**src/rtl/mp_sram_arbiter_if.sv**
```systemverilog
// Bus bundle for mp_sram_arbiter: cbus requesters, priority phy port and single-port memory side.
interface mp_sram_arbiter_if #(
    parameter int unsigned DW  = 32,
    parameter int unsigned AW  = 32,
    parameter int unsigned NCH = 4
) ();
    logic [NCH-1:0]    cbus_req;
    logic [NCH-1:0]    cbus_cmd;
    logic [NCH*AW-1:0] cbus_addr;
    logic [NCH*DW-1:0] cbus_wrdata;
    logic [NCH-1:0]    cbus_waccept;
    logic [NCH-1:0]    cbus_rresp;
    logic [NCH-1:0]    cbus_rvalid;
    logic [DW-1:0]     cbus_rdata;

    logic [AW-1:0]     phy_addr;
    logic [DW-1:0]     phy_wr_data;
    logic              phy_wr_en;
    logic [DW-1:0]     phy_wr_mask;
    logic              phy_en;
    logic              phy_stall;

    logic [AW-1:0]     mem_addr;
    logic [DW-1:0]     mem_wr_data;
    logic              mem_wr_en;
    logic [DW-1:0]     mem_wr_mask;
    logic              mem_en;
    logic [DW-1:0]     mem_rd_data;

    modport slave (
        input  cbus_req, cbus_cmd, cbus_addr, cbus_wrdata,
        output cbus_waccept, cbus_rresp, cbus_rvalid, cbus_rdata,
        input  phy_addr, phy_wr_data, phy_wr_en, phy_wr_mask, phy_en,
        output phy_stall,
        output mem_addr, mem_wr_data, mem_wr_en, mem_wr_mask, mem_en,
        input  mem_rd_data
    );

    modport master (
        output cbus_req, cbus_cmd, cbus_addr, cbus_wrdata,
        input  cbus_waccept, cbus_rresp, cbus_rvalid, cbus_rdata,
        output phy_addr, phy_wr_data, phy_wr_en, phy_wr_mask, phy_en,
        input  phy_stall,
        input  mem_addr, mem_wr_data, mem_wr_en, mem_wr_mask, mem_en,
        output mem_rd_data
    );
endinterface

```
**src/rtl/mp_sram_arbiter.sv**
```systemverilog
// Single-port SRAM arbiter: priority phy port plus round-robin cbus channels, pipelined read tags.
// Optional starvation guard enabled by defining MP_ARB_STARVE_GUARD_EN.
module mp_sram_arbiter #(
    parameter int unsigned DW       = 32,
    parameter int unsigned AW       = 32,
    parameter int unsigned NCH      = 4,
    parameter int unsigned RD_LAT   = 1,
    parameter int unsigned MAX_WAIT = 8
) (
    input  logic                clk,
    input  logic                rst_n,
    mp_sram_arbiter_if.slave    bus
);

    localparam int unsigned PW = (NCH > 1) ? $clog2(NCH) : 1;

    if (NCH < 2 || NCH > 8 || RD_LAT < 1 || RD_LAT > 4 || MAX_WAIT < 1 || MAX_WAIT > 255) begin : g_bad_param
        $error("mp_sram_arbiter: parameter out of range");
    end

    logic [PW-1:0]              rr_ptr_q, rr_ptr_d;
    logic [RD_LAT-1:0]          tag_vld_q, tag_vld_d;
    logic [RD_LAT-1:0][PW-1:0]  tag_ch_q, tag_ch_d;

    logic                       gnt_vld;
    logic [PW-1:0]              gnt_idx;
    logic [PW-1:0]              scan_idx;
    logic                       guard_fire;
    logic                       phy_win;
    logic                       cbus_gnt;

    // First requesting channel at or after rr_ptr, wrapping modulo NCH.
    always_comb begin
        gnt_vld  = 1'b0;
        gnt_idx  = '0;
        scan_idx = '0;
        for (int unsigned k = 0; k < NCH; k++) begin
            scan_idx = PW'((32'(rr_ptr_q) + k) % NCH);
            if (!gnt_vld && bus.cbus_req[scan_idx]) begin
                gnt_vld = 1'b1;
                gnt_idx = scan_idx;
            end
        end
    end

`ifdef MP_ARB_STARVE_GUARD_EN
    logic [7:0] wait_cnt_q, wait_cnt_d;

    always_comb begin
        guard_fire = rst_n && (|bus.cbus_req) && (wait_cnt_q == 8'(MAX_WAIT));
        wait_cnt_d = wait_cnt_q;
        if (cbus_gnt || (bus.cbus_req == '0)) begin
            wait_cnt_d = '0;
        end else if (bus.phy_en && (wait_cnt_q != 8'hFF)) begin
            wait_cnt_d = wait_cnt_q + 8'd1;
        end
    end

    always_ff @(posedge clk or negedge rst_n) begin
        if (!rst_n) begin
            wait_cnt_q <= '0;
        end else begin
            wait_cnt_q <= wait_cnt_d;
        end
    end

    assign bus.phy_stall = guard_fire & bus.phy_en;
`else
    assign guard_fire    = 1'b0;
    assign bus.phy_stall = 1'b0;
`endif

    // Grant selection and memory drive; cbus grants are blocked while in reset.
    always_comb begin
        phy_win          = bus.phy_en & ~guard_fire;
        cbus_gnt         = gnt_vld & rst_n & ~phy_win;
        bus.mem_addr     = '0;
        bus.mem_wr_data  = '0;
        bus.mem_wr_en    = 1'b0;
        bus.mem_wr_mask  = '0;
        bus.mem_en       = 1'b0;
        bus.cbus_waccept = '0;
        bus.cbus_rresp   = '0;
        rr_ptr_d         = rr_ptr_q;
        if (phy_win) begin
            bus.mem_addr    = bus.phy_addr;
            bus.mem_wr_data = bus.phy_wr_data;
            bus.mem_wr_en   = bus.phy_wr_en;
            bus.mem_wr_mask = bus.phy_wr_mask;
            bus.mem_en      = 1'b1;
        end else if (cbus_gnt) begin
            bus.mem_addr    = bus.cbus_addr[gnt_idx*AW +: AW];
            bus.mem_wr_data = bus.cbus_wrdata[gnt_idx*DW +: DW];
            bus.mem_wr_en   = ~bus.cbus_cmd[gnt_idx];
            bus.mem_wr_mask = '1;
            bus.mem_en      = 1'b1;
            if (bus.cbus_cmd[gnt_idx]) begin
                bus.cbus_rresp   = NCH'(1) << gnt_idx;
            end else begin
                bus.cbus_waccept = NCH'(1) << gnt_idx;
            end
            rr_ptr_d = (gnt_idx == PW'(NCH - 1)) ? '0 : gnt_idx + PW'(1);
        end
    end

    // Read tag pipeline: one stage per cycle of memory latency.
    always_comb begin
        tag_vld_d    = '0;
        tag_ch_d     = '0;
        tag_vld_d[0] = cbus_gnt & bus.cbus_cmd[gnt_idx];
        tag_ch_d[0]  = gnt_idx;
        for (int unsigned i = 1; i < RD_LAT; i++) begin
            tag_vld_d[i] = tag_vld_q[i-1];
            tag_ch_d[i]  = tag_ch_q[i-1];
        end
        bus.cbus_rvalid = tag_vld_q[RD_LAT-1] ? (NCH'(1) << tag_ch_q[RD_LAT-1]) : '0;
        bus.cbus_rdata  = bus.mem_rd_data;
    end

    always_ff @(posedge clk or negedge rst_n) begin
        if (!rst_n) begin
            rr_ptr_q  <= '0;
            tag_vld_q <= '0;
            tag_ch_q  <= '0;
        end else begin
            rr_ptr_q  <= rr_ptr_d;
            tag_vld_q <= tag_vld_d;
            tag_ch_q  <= tag_ch_d;
        end
    end

endmodule
```
**src/flat_wrapper.sv**
```systemverilog
// flat-port wrapper written by rule: the top's interface ports become plain ports
module mp_sram_arbiter_flat 
#(
    parameter int unsigned DW       = 32,
    parameter int unsigned AW       = 32,
    parameter int unsigned NCH      = 4,
    parameter int unsigned RD_LAT   = 1,
    parameter int unsigned MAX_WAIT = 8
)
  (clk, rst_n, bus_cbus_req, bus_cbus_cmd, bus_cbus_addr, bus_cbus_wrdata, bus_cbus_waccept, bus_cbus_rresp, bus_cbus_rvalid, bus_cbus_rdata, bus_phy_addr, bus_phy_wr_data, bus_phy_wr_en, bus_phy_wr_mask, bus_phy_en, bus_phy_stall, bus_mem_addr, bus_mem_wr_data, bus_mem_wr_en, bus_mem_wr_mask, bus_mem_en, bus_mem_rd_data);
  mp_sram_arbiter_if #(.DW(DW), .AW(AW), .NCH(NCH)) bus_i ();
  input  logic clk;
  input  logic rst_n;
  input wire logic [$bits(bus_i.cbus_req)-1:0] bus_cbus_req;
  input wire logic [$bits(bus_i.cbus_cmd)-1:0] bus_cbus_cmd;
  input wire logic [$bits(bus_i.cbus_addr)-1:0] bus_cbus_addr;
  input wire logic [$bits(bus_i.cbus_wrdata)-1:0] bus_cbus_wrdata;
  output wire logic [$bits(bus_i.cbus_waccept)-1:0] bus_cbus_waccept;
  output wire logic [$bits(bus_i.cbus_rresp)-1:0] bus_cbus_rresp;
  output wire logic [$bits(bus_i.cbus_rvalid)-1:0] bus_cbus_rvalid;
  output wire logic [$bits(bus_i.cbus_rdata)-1:0] bus_cbus_rdata;
  input wire logic [$bits(bus_i.phy_addr)-1:0] bus_phy_addr;
  input wire logic [$bits(bus_i.phy_wr_data)-1:0] bus_phy_wr_data;
  input wire logic [$bits(bus_i.phy_wr_en)-1:0] bus_phy_wr_en;
  input wire logic [$bits(bus_i.phy_wr_mask)-1:0] bus_phy_wr_mask;
  input wire logic [$bits(bus_i.phy_en)-1:0] bus_phy_en;
  output wire logic [$bits(bus_i.phy_stall)-1:0] bus_phy_stall;
  output wire logic [$bits(bus_i.mem_addr)-1:0] bus_mem_addr;
  output wire logic [$bits(bus_i.mem_wr_data)-1:0] bus_mem_wr_data;
  output wire logic [$bits(bus_i.mem_wr_en)-1:0] bus_mem_wr_en;
  output wire logic [$bits(bus_i.mem_wr_mask)-1:0] bus_mem_wr_mask;
  output wire logic [$bits(bus_i.mem_en)-1:0] bus_mem_en;
  input wire logic [$bits(bus_i.mem_rd_data)-1:0] bus_mem_rd_data;
  assign bus_i.cbus_req = bus_cbus_req;
  assign bus_i.cbus_cmd = bus_cbus_cmd;
  assign bus_i.cbus_addr = bus_cbus_addr;
  assign bus_i.cbus_wrdata = bus_cbus_wrdata;
  assign bus_cbus_waccept = bus_i.cbus_waccept;
  assign bus_cbus_rresp = bus_i.cbus_rresp;
  assign bus_cbus_rvalid = bus_i.cbus_rvalid;
  assign bus_cbus_rdata = bus_i.cbus_rdata;
  assign bus_i.phy_addr = bus_phy_addr;
  assign bus_i.phy_wr_data = bus_phy_wr_data;
  assign bus_i.phy_wr_en = bus_phy_wr_en;
  assign bus_i.phy_wr_mask = bus_phy_wr_mask;
  assign bus_i.phy_en = bus_phy_en;
  assign bus_phy_stall = bus_i.phy_stall;
  assign bus_mem_addr = bus_i.mem_addr;
  assign bus_mem_wr_data = bus_i.mem_wr_data;
  assign bus_mem_wr_en = bus_i.mem_wr_en;
  assign bus_mem_wr_mask = bus_i.mem_wr_mask;
  assign bus_mem_en = bus_i.mem_en;
  assign bus_i.mem_rd_data = bus_mem_rd_data;
  mp_sram_arbiter #(.DW(DW), .AW(AW), .NCH(NCH), .RD_LAT(RD_LAT), .MAX_WAIT(MAX_WAIT)) u_core (.clk(clk), .rst_n(rst_n), .bus(bus_i));
endmodule
```
**config.mk**
```make
export PLATFORM = sky130hd
export DESIGN_NAME = mp_sram_arbiter_flat
export DESIGN_NICKNAME = d
export VERILOG_FILES = /design/src/rtl/mp_sram_arbiter_if.sv /design/src/rtl/mp_sram_arbiter.sv /design/src/flat_wrapper.sv
export SDC_FILE = /design/constraint.sdc
export NUM_CORES = 1
export LEC_CHECK = 0
export ABC_AREA = 0
export CAP_MARGIN = 40
export CORE_AREA = 3 3 206 208
export DETAILED_ROUTE_END_ITERATION = 8
export DIE_AREA = 0 0 209 211
export PLACE_DENSITY_LB_ADDON = 0.08
export SYNTH_ARGS = -nofsm -noshare
export SYNTH_HDL_FRONTEND = slang
export SYNTH_SLANG_ARGS = --single-unit
```
**constraint.sdc**
```tcl
create_clock -name clk -period 1.84 [get_ports clk]
set_input_delay 0.276 -clock clk [delete_from_list [all_inputs] [get_ports clk]]
set_output_delay 0.276 -clock clk [all_outputs]
set_load 0.01 [all_outputs]
```
# == Word level (Yosys, flattened, before mapping) ==
# Index checks and enable logic that the tools add are counted.
# totals
regBits,5
out_inout_bits,143
word_cells,65
# op_classes
n_addsub,4
magnitude_cmp,5
n_eq_ne,1
shift,4
muxes,36
bitwise,5
reduce_logical,7
# op_table
cell,count
indexed part select 128 x 8 -> 32 bit,2
2-to-1 mux 32 bit,6
2-to-1 mux 4 bit,7
< comparator 2 x 3 -> 1 bit (second input constant),5
2-to-1 mux 1 bit,13
binary-select mux 1 bit (select 2 bit),5
2-to-1 mux 2 bit,5
left shift 1 x 2 -> 4 bit (first input constant),2
adder 2 x 1 -> 2 bit (second input constant),2
adder 2 bit (second input constant),2
bitwise AND 1 bit,3
logical AND 1 bit,3
zero test 1 bit,3
equality test 2 bit (second input constant),1
inverter 1 bit,2
AND reduction 2 bit,1

# == Logic depth before layout (Yosys ltp) ==
# depth
ltp_word,17
mapped_depth,10
depth_no_buf,7

# == Least setup slack after synthesis ==
# OpenSTA, ideal clock, no wires.
# synth_timing
path_type,register -> output
start,register u_core.rr_ptr_q[1]
end,output port bus_cbus_rresp[2]
arrival_time_ns,1.743
slack_ns,-0.179
stages_incl_launch_ff,11
path_buffers,3
path_cell_list,dfrtp_1 buf_6 nand2b_1 a21o_1 o221a_4 inv_6 buf_12 buf_12 ha_1 nand2_1 and3b_1
# synth_between
elab_chain_cells,17
word_cells_on_any_way,33
cone_classes,add/sub (3); shift (1); mux (21); bitwise (2); reduce/logical (6)
# synth_rtl
element,line_no,rtl
from (decl),mp_sram_arbiter.sv:21,"logic [PW-1:0] rr_ptr_q, rr_ptr_d;"
from (signal assigned),mp_sram_arbiter.sv:126,rr_ptr_q <= rr_ptr_d;
"parallel branches: the longest is 11 deep, another holds adder 2 x 1 -> 2 bit",-,
2-to-1 mux 2 bit (*),mp_sram_arbiter.sv:39,if (!gnt_vld && bus.cbus_req[scan_idx]) begin
via u_core.gnt_idx[0],mp_sram_arbiter.sv:26,logic [PW-1:0] gnt_idx;
binary-select mux 1 bit (select 2 bit),mp_sram_arbiter.sv:97,if (bus.cbus_cmd[gnt_idx]) begin
2-to-1 mux 1 bit (not written as such),mp_sram_arbiter.sv:97,
2-to-1 mux 4 bit (*),mp_sram_arbiter.sv:97,
2-to-1 mux 4 bit (*),mp_sram_arbiter.sv:91,end else if (cbus_gnt) begin
2-to-1 mux 4 bit (*),mp_sram_arbiter.sv:85,if (phy_win) begin
to (decl),flat_wrapper.sv:19,output wire logic [$bits(bus_i.cbus_rresp)-1:0] bus_cbus_rresp;
# Mark *: on every way through the listed nets, which the timed path passes. The select of a mux whose other input is x is not followed.

# == Final worst setup path ==
# layout_timing
start,register u_core.rr_ptr_q[1]
end,output port bus_mem_addr[23]
# layout_between
word_cells_on_any_way,30
cone_classes,add/sub (3); shift (1); mux (18); bitwise (2); reduce/logical (6)
# layout_lines
element,line_no,rtl
"parallel branches: the longest is 11 deep, another holds adder 2 x 1 -> 2 bit",-,
2-to-1 mux 2 bit (*),mp_sram_arbiter.sv:39,
via u_core.gnt_idx[0],mp_sram_arbiter.sv:26,
indexed part select 128 x 8 -> 32 bit (*),mp_sram_arbiter.sv:92,bus.mem_addr = bus.cbus_addr[gnt_idx*AW +: AW];
2-to-1 mux 32 bit (*),mp_sram_arbiter.sv:91,
2-to-1 mux 32 bit (*),mp_sram_arbiter.sv:85,
to (decl),flat_wrapper.sv:28,output wire logic [$bits(bus_i.mem_addr)-1:0] bus_mem_addr;
# Marks and branches as above.

==> flow_summary_export.csv <==
group,metric,value,unit
power,combPwrFrac,91.1,%
drt,antenna_left,0,
drt,vias,5535,
floorplan,row_count,74,
drt,viasPerCell,3.68,
power,clkPwrFrac,5.7,%
yosys,yosysWarnings,0,
sta,rsz0062_at_grt,"true",
power,vdd_ir_drop_max,0.292,mV
yosys,synthesis.area,3520,sq um
floorplan,io_pins,539,
placement,place_area,9000,sq um
yosys,ys.flop_type,"dfrtp_1",
cts,cts_inserted_buffers,3,
yosys,synth_edf_count,0,
yosys,async_flop_share,100,%
flow_run,drv_cap,0,
sta,fin_crit_sh,137,%
final_layout,syn2layout_area_growth,178,%
drt,post_drt_wl_per_cell,18.4,um
floorplan,start_util,8.64,%
cts,cts_tree,"done",
worst_hold_path,hp-class,"input pin to async pin",
final_layout,final_common_cell,"clkdlybuf4s50_1",
power,internal_power,3.79,mW
final_layout,fin_cells,1504,
floorplan,dieArea,44100,sq um
placement,place_hpwl,22400,um
sta,worst_slack,-0.687,ns
setup_path,cp-end-kind,"primary output",
grt,grt_use_total,11.4,%
placement,portBuffers,473,
yosys,synth-seq-cells,5,
yosys,netlist-cell-type-count,39,
yosys,syn_inst,463,
power,switchingPower,2.40,mW
sta,drv_slew,0,
cts,holdBufCountCts,0,
power,switching_share,38.8,%
final_layout,antenna_cells,0,
grt,grt_max_degree,39,
power,p_leak,4.33,nW
status,outcome,"finished, violations left",
yosys,synthAdderAreaFrac,1.42,%
grt,grt_pass1_vias,5961,
power,pwr_density_cell,632,nW/um^2
final_layout,finalNetCount,1373,
setup_path,path_max_fanout,6,
final_layout,final_cell_mix,"clkdlybuf4s50_1 (361), mux2i_1 (107), buf_2 (95)",
grt,grt_pass1_wl,38800,um
cts,clockBufferDepth,2,
drt,wl,27700,um
final_layout,stdcell_area,9790,sq um
yosys,synth_nets,863,
sta,fin_skew,0.00173,ns
yosys,synth_top_family_by_area,"multiplexers",
yosys,synth_compound_gate_area_share,24.6,%
setup_path,crit_arrival,2.25,ns
cts,cts-root-buf,"clkbuf_16",
setup_path,critPathKind,"flop to primary output",
floorplan,die_w,209,um
sta,max_freq,396,MHz
sta,hold_viol_final,0,
grt,antenna_found_initial,1,
yosys,syn_area_per_cell,7.60,sq um
floorplan,die_h,211,um
status,failed_checks,"negative setup slack",
final_layout,nFillCells,4521,
sta,setup_viol,106,
yosys,synthSimpleGateAreaFrac,12.0,%
final_layout,drive_gt1_share,31.3,%
sta,period_minus_slack,2.53,ns
placement,dp_cells,1444,
cts,clock-sinks,5,
power,pwr-share-seq,3.2,%
cts,cts.clk_slew.worst_paths,0.03,ns
drt,drt_iter0_markers,194,
setup_path,start_kind,"flop",
cts,clk_latency,0.22,ns
drt,drtPass1Iterations,4,
setup_path,crit_required,1.56,ns
placement,place.gp.congestion,0.739,
yosys,synth.yosys.seq_area_share,3.55,%
yosys,synthMuxAreaShare,37.0,%
placement,place_ws,-1.42,ns
drt,drc,0,
yosys,synthXorXnorAreaFrac,0,%
cts,h-tree-depth,1,
grt,grt_overflow_total,0,
floorplan,core,40700,sq um
timing repair:
item                       CTS  global route
setup endpoints to repair  109           107
gates resized for setup    482           139
setup buffers               30            26
gates cloned                 5             3
pin swaps                   11            22
cells by family after synthesis:
| kind of cell | count (synthesis) |
|---|---|
| AO/OA/AOI/OAI | 114 |
| multiplexers | 130 |
| flip-flops | 5 |
| buffers and inverters | 112 |
| adder cells (fa/ha/maj) | 4 |
| other | 1 |
| AND/OR/NAND/NOR | 97 |
power groups by stage:
stage	combinational [mW]	clock [mW]	sequential, mW
finish	5.64	0.351	0.198
global route	6.06	0.374	0.207
CTS	5.30	0.361	0.200
detailed placement	4.80	0	0.197
global placement	4.85	0	0.199
floorplan	2.57	0	0.183
per-stage QoR:
| stage | utilization (%) | setup TNS (ns) | hold slack, ns | total power, mW |
|---|---|---|---|---|
| 6_report | 24.0 | -47.26 | 0.0190 | 6.19 |
| 5_1_grt | 24.0 | -58.42 | 0.0286 | 6.64 |
| 4_1_cts | 23.2 | -53.20 | 0.174 | 5.86 |
| 3_5_place_dp | 22.1 | -134.09 | 0.552 | 4.99 |
| 3_3_place_gp | 22.1 | -139.28 | 0.552 | 5.05 |
| 2_1_floorplan | - | -8.35 | -0.0196 | 2.75 |
worst max-delay path, cell delays in order, from the launching register on:
cell	delay [ns]
dfrtp_1	0.39
buf_6	0.14
nand2b_4	0.11
a21o_1	0.14
o221a_4	0.24
clkinv_8	0.09
buf_12	0.16
buf_16	0.14
buf_6	0.11
mux2i_2	0.13
o221ai_1	0.18
buf_2	0.18
path summary, 6_finish.rpt:
check | depth (start not counted) | endpoint | slack (ns) | from
setup / recovery | 11 | bus_mem_addr[23] | -0.69 | u_core.rr_ptr_q[1]
hold / removal | 2 | u_core.rr_ptr_q[0] | 0.02 | rst_n
setup reg to reg | 7 | u_core.rr_ptr_q[1] | -0.06 | u_core.rr_ptr_q[1]
hold reg to reg | 1 | u_core.rr_ptr_q[1] | 0.60 | u_core.rr_ptr_q[1]
max in group asynchronous | 2 | u_core.tag_ch_q[1] | 1.71 | rst_n
min in group clk | 0 | bus_cbus_rdata[0] | 0.55 | bus_mem_rd_data[0]
routing by layer:
metal	up-vias	global-route usage [%]	wire, um
met2	290	22.1	14800
met3	16	3.02	2150
li1	2713	-	-
met1	2514	12.5	10300
met5	-	0	12
met4	2	2.08	421
cells in the mapped netlist, types with 4 or more instances:
cell type  number  area share, %
o221ai_1       64             16
buf_4          33            7.0
and3b_1         5            1.2
clkbuf_1       15            1.6
inv_1          34            3.6
dfrtp_1         5            3.6
ha_1            4            1.4
nand2_1        76            8.1
mux2i_1       129             37
buf_2          13            1.8
buf_12         10            5.7
clkbuf_4        4           0.85
a21oi_1        37            5.3
layout make-up:
| class | count | area, sq um | share of cell area, % |
|---|---|---|---|
| clock buffers | 4 | 78.8 | 0.805 |
| inverters | 36 | 150 | 1.53 |
| multi-input cells | 346 | 3100 | 31.7 |
| flip-flops and latches | 5 | 125 | 1.28 |
| well taps | 532 | 666 | 6.80 |
| repair buffers | 581 | 5670 | 57.9 |
flip-flops by register name, summed over array words and instances, names as in the netlist:
name / flops
u_core.rr_ptr_q: 2
u_core.tag_ch_q: 2
u_core.tag_vld_q: 1
No activity file was read; power rests on OpenSTA's default activity.
